`src/rtl/sha3_feed_ctrl_if.sv`:
```
// sha3_feed_ctrl_if: message stream, core handshake and digest signals of the SHA3 feed controller.
interface sha3_feed_ctrl_if #(
  parameter int RATE_W = 1088,
  parameter int WORD_W = 64,
  parameter int OUT_W  = 256
);
  logic [WORD_W-1:0] din;
  logic              din_valid;
  logic              din_last;
  logic [3:0]        din_bytes;
  logic              din_ready;
  logic [RATE_W-1:0] core_in;
  logic              core_more;
  logic              core_in_valid;
  logic              core_hash_next;
  logic [OUT_W-1:0]  core_out;
  logic              core_out_valid;
  logic [OUT_W-1:0]  digest;
  logic              digest_valid;
  logic              busy;
  modport master (
    output din, din_valid, din_last, din_bytes, core_hash_next, core_out, core_out_valid,
    input  din_ready, core_in, core_more, core_in_valid, digest, digest_valid, busy
  );
  modport slave (
    input  din, din_valid, din_last, din_bytes, core_hash_next, core_out, core_out_valid,
    output din_ready, core_in, core_more, core_in_valid, digest, digest_valid, busy
  );
endinterface

```
`src/rtl/sha3_feed_ctrl.sv`:
```
// sha3_feed_ctrl: packs a 64-bit word stream into 1088-bit SHA3 rate blocks with pad10*1 and sequences them into the core.
module sha3_feed_ctrl (
  input  logic             clk,
  input  logic             rst,
  sha3_feed_ctrl_if.slave  bus
);
  localparam int RATE_W = 1088;
  localparam int WORD_W = 64;
  localparam int OUT_W  = 256;
  localparam logic [RATE_W-1:0] PAD_BLK = {8'h06, {(RATE_W-16){1'b0}}, 8'h80};
  typedef enum logic [1:0] {FILL, ISSUE, WAIT_NEXT, WAIT_OUT} state_t;
  state_t            state_q, state_d;
  logic [4:0]        widx_q, widx_d;
  logic [RATE_W-1:0] buf_q, buf_d;
  logic              more_q, more_d;
  logic              pad_pend_q, pad_pend_d;
  logic              dv_q, dv_d;
  logic [OUT_W-1:0]  digest_q, digest_d;
  logic [3:0]        nb;
  logic [7:0]        p;
  logic [WORD_W-1:0] word;
  logic [RATE_W-1:0] placed, pad_bits;
  // Non-last words always count as 8 bytes; out-of-range byte counts clamp to 8.
  assign nb       = !bus.din_last ? 4'd8 : (bus.din_bytes > 4'd8 ? 4'd8 : bus.din_bytes);
  assign word     = bus.din & ~({WORD_W{1'b1}} >> {nb, 3'b000});
  assign placed   = {word, {(RATE_W-WORD_W){1'b0}}} >> {widx_q, 6'b000000};
  assign p        = {widx_q, 3'b000} + {4'b0000, nb};
  assign pad_bits = ({8'h06, {(RATE_W-8){1'b0}}} >> {p, 3'b000}) | {{(RATE_W-8){1'b0}}, 8'h80};
  // The buffer is zero on every entry to FILL, so words and padding are simply OR-ed in.
  always_comb begin
    state_d    = state_q;
    widx_d     = widx_q;
    buf_d      = buf_q;
    more_d     = more_q;
    pad_pend_d = pad_pend_q;
    digest_d   = digest_q;
    dv_d       = 1'b0;
    case (state_q)
      FILL: if (bus.din_valid) begin
        buf_d = buf_q | placed;
        if (!bus.din_last) begin
          widx_d  = widx_q == 5'd16 ? 5'd0 : widx_q + 5'd1;
          more_d  = widx_q == 5'd16 ? 1'b1 : more_q;
          state_d = widx_q == 5'd16 ? ISSUE : FILL;
        end else begin
          widx_d     = 5'd0;
          more_d     = p == 8'd136;
          pad_pend_d = p == 8'd136;
          buf_d      = p == 8'd136 ? buf_q | placed : buf_q | placed | pad_bits;
          state_d    = ISSUE;
        end
      end
      ISSUE: state_d = more_q ? WAIT_NEXT : WAIT_OUT;
      WAIT_NEXT: if (bus.core_hash_next) begin
        buf_d      = pad_pend_q ? PAD_BLK : '0;
        more_d     = 1'b0;
        pad_pend_d = 1'b0;
        state_d    = pad_pend_q ? ISSUE : FILL;
      end
      WAIT_OUT: if (bus.core_out_valid) begin
        digest_d = bus.core_out;
        dv_d     = 1'b1;
        buf_d    = '0;
        state_d  = FILL;
      end
      default: state_d = FILL;
    endcase
  end
  always_ff @(posedge clk or posedge rst) begin
    if (rst) begin
      state_q    <= FILL;
      widx_q     <= '0;
      buf_q      <= '0;
      more_q     <= 1'b0;
      pad_pend_q <= 1'b0;
      dv_q       <= 1'b0;
      digest_q   <= '0;
    end else begin
      state_q    <= state_d;
      widx_q     <= widx_d;
      buf_q      <= buf_d;
      more_q     <= more_d;
      pad_pend_q <= pad_pend_d;
      dv_q       <= dv_d;
      digest_q   <= digest_d;
    end
  end
  assign bus.din_ready     = state_q == FILL;
  assign bus.core_in       = buf_q;
  assign bus.core_more     = more_q;
  assign bus.core_in_valid = state_q == ISSUE;
  assign bus.digest        = digest_q;
  assign bus.digest_valid  = dv_q;
  assign bus.busy          = !(state_q == FILL && widx_q == 5'd0);
endmodule

```
`src/flat_wrapper.sv`:
```
// flat-port wrapper written by rule: the top's interface ports become plain ports
module sha3_feed_ctrl_flat 
  (clk, rst, bus_din, bus_din_valid, bus_din_last, bus_din_bytes, bus_core_hash_next, bus_core_out, bus_core_out_valid, bus_din_ready, bus_core_in, bus_core_more, bus_core_in_valid, bus_digest, bus_digest_valid, bus_busy);
  sha3_feed_ctrl_if bus_i ();
  input  logic clk;
  input  logic rst;
  input wire logic [$bits(bus_i.din)-1:0] bus_din;
  input wire logic [$bits(bus_i.din_valid)-1:0] bus_din_valid;
  input wire logic [$bits(bus_i.din_last)-1:0] bus_din_last;
  input wire logic [$bits(bus_i.din_bytes)-1:0] bus_din_bytes;
  input wire logic [$bits(bus_i.core_hash_next)-1:0] bus_core_hash_next;
  input wire logic [$bits(bus_i.core_out)-1:0] bus_core_out;
  input wire logic [$bits(bus_i.core_out_valid)-1:0] bus_core_out_valid;
  output wire logic [$bits(bus_i.din_ready)-1:0] bus_din_ready;
  output wire logic [$bits(bus_i.core_in)-1:0] bus_core_in;
  output wire logic [$bits(bus_i.core_more)-1:0] bus_core_more;
  output wire logic [$bits(bus_i.core_in_valid)-1:0] bus_core_in_valid;
  output wire logic [$bits(bus_i.digest)-1:0] bus_digest;
  output wire logic [$bits(bus_i.digest_valid)-1:0] bus_digest_valid;
  output wire logic [$bits(bus_i.busy)-1:0] bus_busy;
  assign bus_i.din = bus_din;
  assign bus_i.din_valid = bus_din_valid;
  assign bus_i.din_last = bus_din_last;
  assign bus_i.din_bytes = bus_din_bytes;
  assign bus_i.core_hash_next = bus_core_hash_next;
  assign bus_i.core_out = bus_core_out;
  assign bus_i.core_out_valid = bus_core_out_valid;
  assign bus_din_ready = bus_i.din_ready;
  assign bus_core_in = bus_i.core_in;
  assign bus_core_more = bus_i.core_more;
  assign bus_core_in_valid = bus_i.core_in_valid;
  assign bus_digest = bus_i.digest;
  assign bus_digest_valid = bus_i.digest_valid;
  assign bus_busy = bus_i.busy;
  sha3_feed_ctrl u_core (.clk(clk), .rst(rst), .bus(bus_i));
endmodule
```
`config.mk`:
```
export PLATFORM = sky130hd
export DESIGN_NAME = sha3_feed_ctrl_flat
export DESIGN_NICKNAME = d
export VERILOG_FILES = /design/src/rtl/sha3_feed_ctrl_if.sv /design/src/rtl/sha3_feed_ctrl.sv /design/src/flat_wrapper.sv
export SDC_FILE = /design/constraint.sdc
export NUM_CORES = 2
export LEC_CHECK = 0
export ABC_AREA = 0
export BUFFER_PORTS_ARGS = -buffer_cell sky130_fd_sc_hd__buf_4
export CORE_AREA = 2 2 652 654
export DETAILED_ROUTE_END_ITERATION = 16
export DIE_AREA = 0 0 654 656
export PLACE_DENSITY = 0.3
export RECOVER_POWER = 25
export SETUP_SLACK_MARGIN = 0.2
export SYNTH_ARGS = -nofsm -noshare
export SYNTH_HDL_FRONTEND = slang
export SYNTH_SLANG_ARGS = --single-unit
export TNS_END_PERCENT = 50
```
`constraint.sdc`:
```
create_clock -name clk -period 48 [get_ports clk]
set_clock_uncertainty 0.1 [all_clocks]
set_input_delay 7.2 -clock clk [delete_from_list [all_inputs] [get_ports clk]]
set_output_delay 7.2 -clock clk [all_outputs]
set_load 0.005 [all_outputs]
```
Word level (Yosys, flattened, before mapping) --
Cells that the tools add are included.
Storage, ports and cells: input bits 330, output and inout bits 1349, register bits 1354, logic and storage cells 68
Operators by class: order comparisons 1, shift operators 3, add/subtract/negate cells 2, reduce and logical (&&, ||, !) cells 12, bitwise operators 4, muxes and demuxes 29, equal/unequal tests 10
Operators with widths (number):
- $mux W1088 | 5
- $pmux W1088 S3 | 1
- $or A1088 B1088 Y1088 | 2
- $shr A1083 B11 Y1088 const A | 1
- $shr A1088 B11 Y1088 | 1
- $mux W1083 | 1
- $and A64 B64 Y64 | 1
- $not A64 Y64 | 1
- $shr A64 B7 Y64 const A | 1
- $reduce_and A4 Y1 | 3
- $mux W1 | 11
- $mux W5 | 2
- $add A8 B4 Y8 | 1
- $eq A8 B8 Y1 const B | 1
- $mux W2 | 4
- $mux W4 | 2
- $ne A2 B2 Y1 const B | 4
- $pmux W2 S4 | 1
- $add A5 B1 Y5 const B | 1
- $eq A5 B5 Y1 const B | 1
- $logic_not A5 Y1 | 1
- $eq A2 B2 Y1 const B | 2
- $gt A4 B4 Y1 const B | 1
- $pmux W1 S2 | 2
- other kinds (9) | 10

Depth between registers and ports, before layout --
depth after elaboration 13, depth in mapped cells 13, mapped depth without buffers 9

Least setup slack after synthesis --
No wires, ideal clock.
path type input-to-reg, from input port bus_din_last, to register u_core.buf_q[410] (netlist: u_core.bus.core_in[410]), required time 47762 ps, arrival time 9701 ps, slack 38061 ps, cell stages on the path 13, library setup time 138 ps, path buffers 4, cells stage by stage nor2b_1 > inv_1 > clkbuf_1 > clkbuf_1 > ha_1 > ha_1 > buf_2 > and3_1 > o211ai_1 > nand2_1 > nand3_1 > buf_2 > o22ai_1
On the way: word-level cells in the longest chain between the ends 11, elaborated cells between the ends (all ways) 14, those cells by class add/sub: 1; eq/ne: 1; shift: 3; mux: 5; bitwise: 4
Ends and longest elaborated chain:
- from (decl) | line flat_wrapper.sv:9 | input wire logic [$bits(bus_i.din_last)-1:0] bus_din_last;
- $mux W4 | line sha3_feed_ctrl.sv:24 | assign nb = !bus.din_last ? 4'd8 : (bus.din_bytes > 4'd8 ? 4'd8 : bus.din_bytes);
- $shr A64 B7 Y64 | line sha3_feed_ctrl.sv:25 | assign word = bus.din & ~({WORD_W{1'b1}} >> {nb, 3'b000});
- $not A64 Y64 | line sha3_feed_ctrl.sv:25
- $and A64 B64 Y64 | line sha3_feed_ctrl.sv:25
- $shr A1088 B11 Y1088 | line sha3_feed_ctrl.sv:26 | assign placed = {word, {(RATE_W-WORD_W){1'b0}}} >> {widx_q, 6'b000000};
- $or A1088 B1088 Y1088 | line sha3_feed_ctrl.sv:40, sha3_feed_ctrl.sv:49
- $or A1088 B1088 Y1088 | line sha3_feed_ctrl.sv:49 | buf_d = p == 8'd136 ? buf_q | placed : buf_q | placed | pad_bits;
- $mux W1088 | line sha3_feed_ctrl.sv:49
- $mux W1088 (*) | line sha3_feed_ctrl.sv:41 | if (!bus.din_last) begin
- $mux W1088 (*) | line sha3_feed_ctrl.sv:39 | FILL: if (bus.din_valid) begin
- $pmux W1088 S3 (*) | line sha3_feed_ctrl.sv:38 | case (state_q)
- to (signal assigned) | line sha3_feed_ctrl.sv:81 | buf_q <= buf_d;
- to (decl) | line sha3_feed_ctrl.sv:14 | logic [RATE_W-1:0] buf_q, buf_d;
Every way passes the cells marked *; elsewhere a longest branch is shown, timed or not. The select of a mux whose other input is x is not followed. A chain may end at the register's enable or synchronous reset.

==> results list <==
- The die is 654 um wide.
- In the routed layout, each cell is associated on average with a via count of 3.854.
- Setup repair after global routing left no endpoint under its margin.
- Min Tclk post-route: 16.13 ns
- Main flop type after synthesis: dfrtp_1
* Type of the worst setup path: in -> async
* Count of yosys warnings during synthesis: 0
- The checks that failed: capacitance limit, slew limit.
- Along the worst path, the maximum fanout reaches 106.
- Relative to the synthesized area, the layout overhead comes to 45.24%.
- The number of antenna violations at the first check in global routing came to 67.
* TritonCTS clock tree: done
- For met2 alone, demand over resource in global routing was 28.59%.
- The number of max-slew violations in the final report came to 677.
* Synth async-reset ratio: 100.0%
- Once placement finished, the instance area stood at 70930 sq um.
- In the final routed layout, each cell accounts on average for 29.78 um.
- Cell variety after synth: 57
- Clock Path Buffers: 4
* Gr busiest metal: met2
* First-pass iteration count of the detailed router: 5
- In the final timing run, aggregate negative setup slack is 0 ns.
- Buffer count from post-CTS setup fixing: 0
- The detailed router finished its first iteration with 3343 violations.
* Worst hold-check path type: reg -> reg
- Fill cells: 47180
* Via count: 46380
- In this run the power density over the cells is 56.73 nW/um^2.
- Resized Gates After CTS: 0
* Finished Cell Area: 75490 sq um
- Synthesis-stage register bit count: 1354
- Net count of the finished layout: 6553
- Hold Vio Cnt, Final: 0
- Total routing resource utilization after global routing: 16.06%
* H-Tree Depth: 4
- Average size of a mapped cell: 11.06 sq um
* Number of failing setup endpoints in the final timing report: 0
- Hold Buf Count CTS: 0
- Outcome: complete, but fails checks
- First-pass GRT wire length: 470.0 mm
- At the pin with the least slew margin, the transition time is 5.375 ns.
- The number of nets handed over by synthesis was 5033.
- Max-cap viol count: 11
- Clock-pin slew was measured on the worst setup and hold paths at 0.06 ns.
- Synthesized cell area: 51970 sq um
* P_leak: 34.81 nW
- Post-synthesis sequential area ratio: 65.19%
* Inserted Clock Buffers: 181
* Number of global-route vias before repair: 47620
- Crit start category: input pin
- Met1 usage: 17.91%
* Routed wire length: 358.3 mm
* Routability Congestion: 0.8589
* Peak Freq: 62.01 MHz
* Initial cell density of the core: 12.31%
- The floorplan step set the die height to 656 um.
* Syn Inst Count: 4699
* GR Layer Usage met3: 4.441%
- For this run the aggregate overflow at the end of global routing stands at 0.
* # placed instances: 11700
- Number of remaining DRC errors: 0
* Layout cells sized above 1: 32.22%
* Share of the clock period used by the worst path after layout: 33.60%
- The wire-length estimate of the detail-placed layout is 268.0 mm.
* Number of buffers added on ports: 1678
- Most common cell after layout, fill and taps aside: dfrtp_1
- In this run the standard cell core region covers 422200 sq um.
- Number of flops mapped to enable cells by yosys: 0
- For the worst-skew pair, the clock arrives at the later sink with an insertion delay of 0.86 ns.
- The count of nets left with antenna violations once routing finished came out at 0.
- Total die area: 429000 sq um
* Worst supply voltage drop on vdd: 35.38 uV
* Critical path endpoint category: asynchronous set/reset pin
- Cell at the root of the clock tree: clkbuf_16
- Leaving out filler cells and counting taps, the final layout contains 12030.
* Row cnt: 239
- IO Pins: 1679
- STA puts the critical path data required time at 48.71 ns.
* Leading cell types in the layout, fill and taps excluded: 1353 x dfrtp_1, 1242 x buf_4, 899 x nor2_1
* Clk sinks: 1354
- Worst slew slack as a fraction of its limit: -260.3%
- Arrival time of the worst setup path: 16.84 ns
- Entering global routing, the biggest net connects 153 pins.
[through the flow]
stage / utilization, % / power (mW) / setup WS, ns / hold WS, ns
floorplan: - / 2.054 / 2.527 / 0.3730
global placement: 16.80 / 3.020 / 35.35 / 0.3755
detailed placement: 16.80 / 3.027 / 35.29 / 0.3829
CTS: 18.16 / 4.422 / 36.27 / 0.3960
global route: 17.87 / 4.501 / 30.24 / 0.4063
finish: 17.88 / 4.283 / 31.87 / 0.3891
[critical path, stage by stage]
cell	delay, ns
clkbuf_4	0.11
clkinvlp_2	2.95
clkbuf_1	2.78
buf_4	0.88
buf_4	0.69
buf_4	0.87
buf_4	0.87
[cells by family (layout without fill, tap and decap cells)]
| family | count (synthesis) | after routing | synth area share, % |
|---|---|---|---|
| AOI/OAI and AO/OA | 1353 | 1353 | 15.06 |
| buffers and inverters | 465 | 2119 | 3.700 |
| and+or+nand+nor | 1260 | 1260 | 10.25 |
| muxes | 259 | 259 | 5.631 |
| xor gates and xnor gates | 4 | 4 | 0.06742 |
| adders and majority gates | 4 | 4 | 0.09630 |
| DFF | 1354 | 1354 | 65.19 |
| other | 0 | 17 | 0 |
[layer usage]
metal	routed length, um	share of wire, %
met1	133100	37
met2	181200	51
met3	26950	7.5
met4	16920	4.7
met5	123	0.034
[Yosys cell counts, types with 11 or more instances]
cell type | instances | area share [%]
a21oi_1 | 675 | 6.5
a31oi_1 | 501 | 6.0
a41oi_1 | 11 | 0.19
and2_1 | 18 | 0.22
and3_1 | 96 | 1.2
buf_1 | 13 | 0.094
buf_2 | 76 | 0.73
buf_4 | 16 | 0.23
clkbuf_1 | 349 | 2.5
dfrtp_1 | 1354 | 65
mux2_2 | 257 | 5.6
nand2_1 | 85 | 0.61
nand3_1 | 53 | 0.51
nand4_1 | 39 | 0.47
nor2_1 | 911 | 6.6
nor3_1 | 24 | 0.23
o211ai_1 | 13 | 0.19
o21ai_0 | 33 | 0.32
o22ai_1 | 43 | 0.52
o31a_1 | 44 | 0.74
[registers in the layout (all words and copies together) (netlist names)]
name,count
u_core.bus.core_more,1
u_core.pad_pend_q,1
u_core.widx_q,5
u_core.bus.digest,256
u_core.bus.digest_valid,1
u_core.state_q,2
u_core.bus.core_in,1088
[final timing paths]
path                                                      from                             endpoint  slack (ns)  cells past startpoint
max reg2reg                      u_core.state_q[0]$_DFFE_PP0P_  u_core.bus.core_in[720]$_DFFE_PP0P_       38.53                      8
min reg2reg                u_core.bus.core_in[942]$_DFFE_PP0P_  u_core.bus.core_in[942]$_DFFE_PP0P_        0.39                      2
min in group asynchronous                                  rst    u_core.bus.digest[99]$_DFFE_PP0P_        7.87                      2
min                        u_core.bus.core_in[942]$_DFFE_PP0P_  u_core.bus.core_in[942]$_DFFE_PP0P_        0.39                      2
max                                                        rst  u_core.bus.core_in[795]$_DFFE_PP0P_       31.87                      7
max in group clk                            bus_core_out_valid  u_core.bus.core_in[720]$_DFFE_PP0P_       32.58                      9
[final cells by class]
| type | instances | area, sq um | share of cell area (%) |
|---|---|---|---|
| Clock inverter | 49 | 460.4 | 0.6099 |
| Clock buffer | 268 | 5288 | 7.004 |
| Timing Repair Buffer | 1794 | 12310 | 16.31 |
| Inverter | 8 | 32.53 | 0.04309 |
| Multi-Input combinational cell | 2880 | 16380 | 21.70 |
| Antenna cell | 17 | 42.54 | 0.05635 |
| Tap cell | 5663 | 7086 | 9.386 |
| Sequential cell | 1354 | 33890 | 44.89 |
[power by group]
part,internal (mW),switching (mW),total [mW]
Clock,0.778,0.575,1.35
Sequential,1.36,0.156,1.52
Combinational,0.475,0.938,1.41
Total,2.61,1.67,4.28
(Power assumes the default switching activity.)
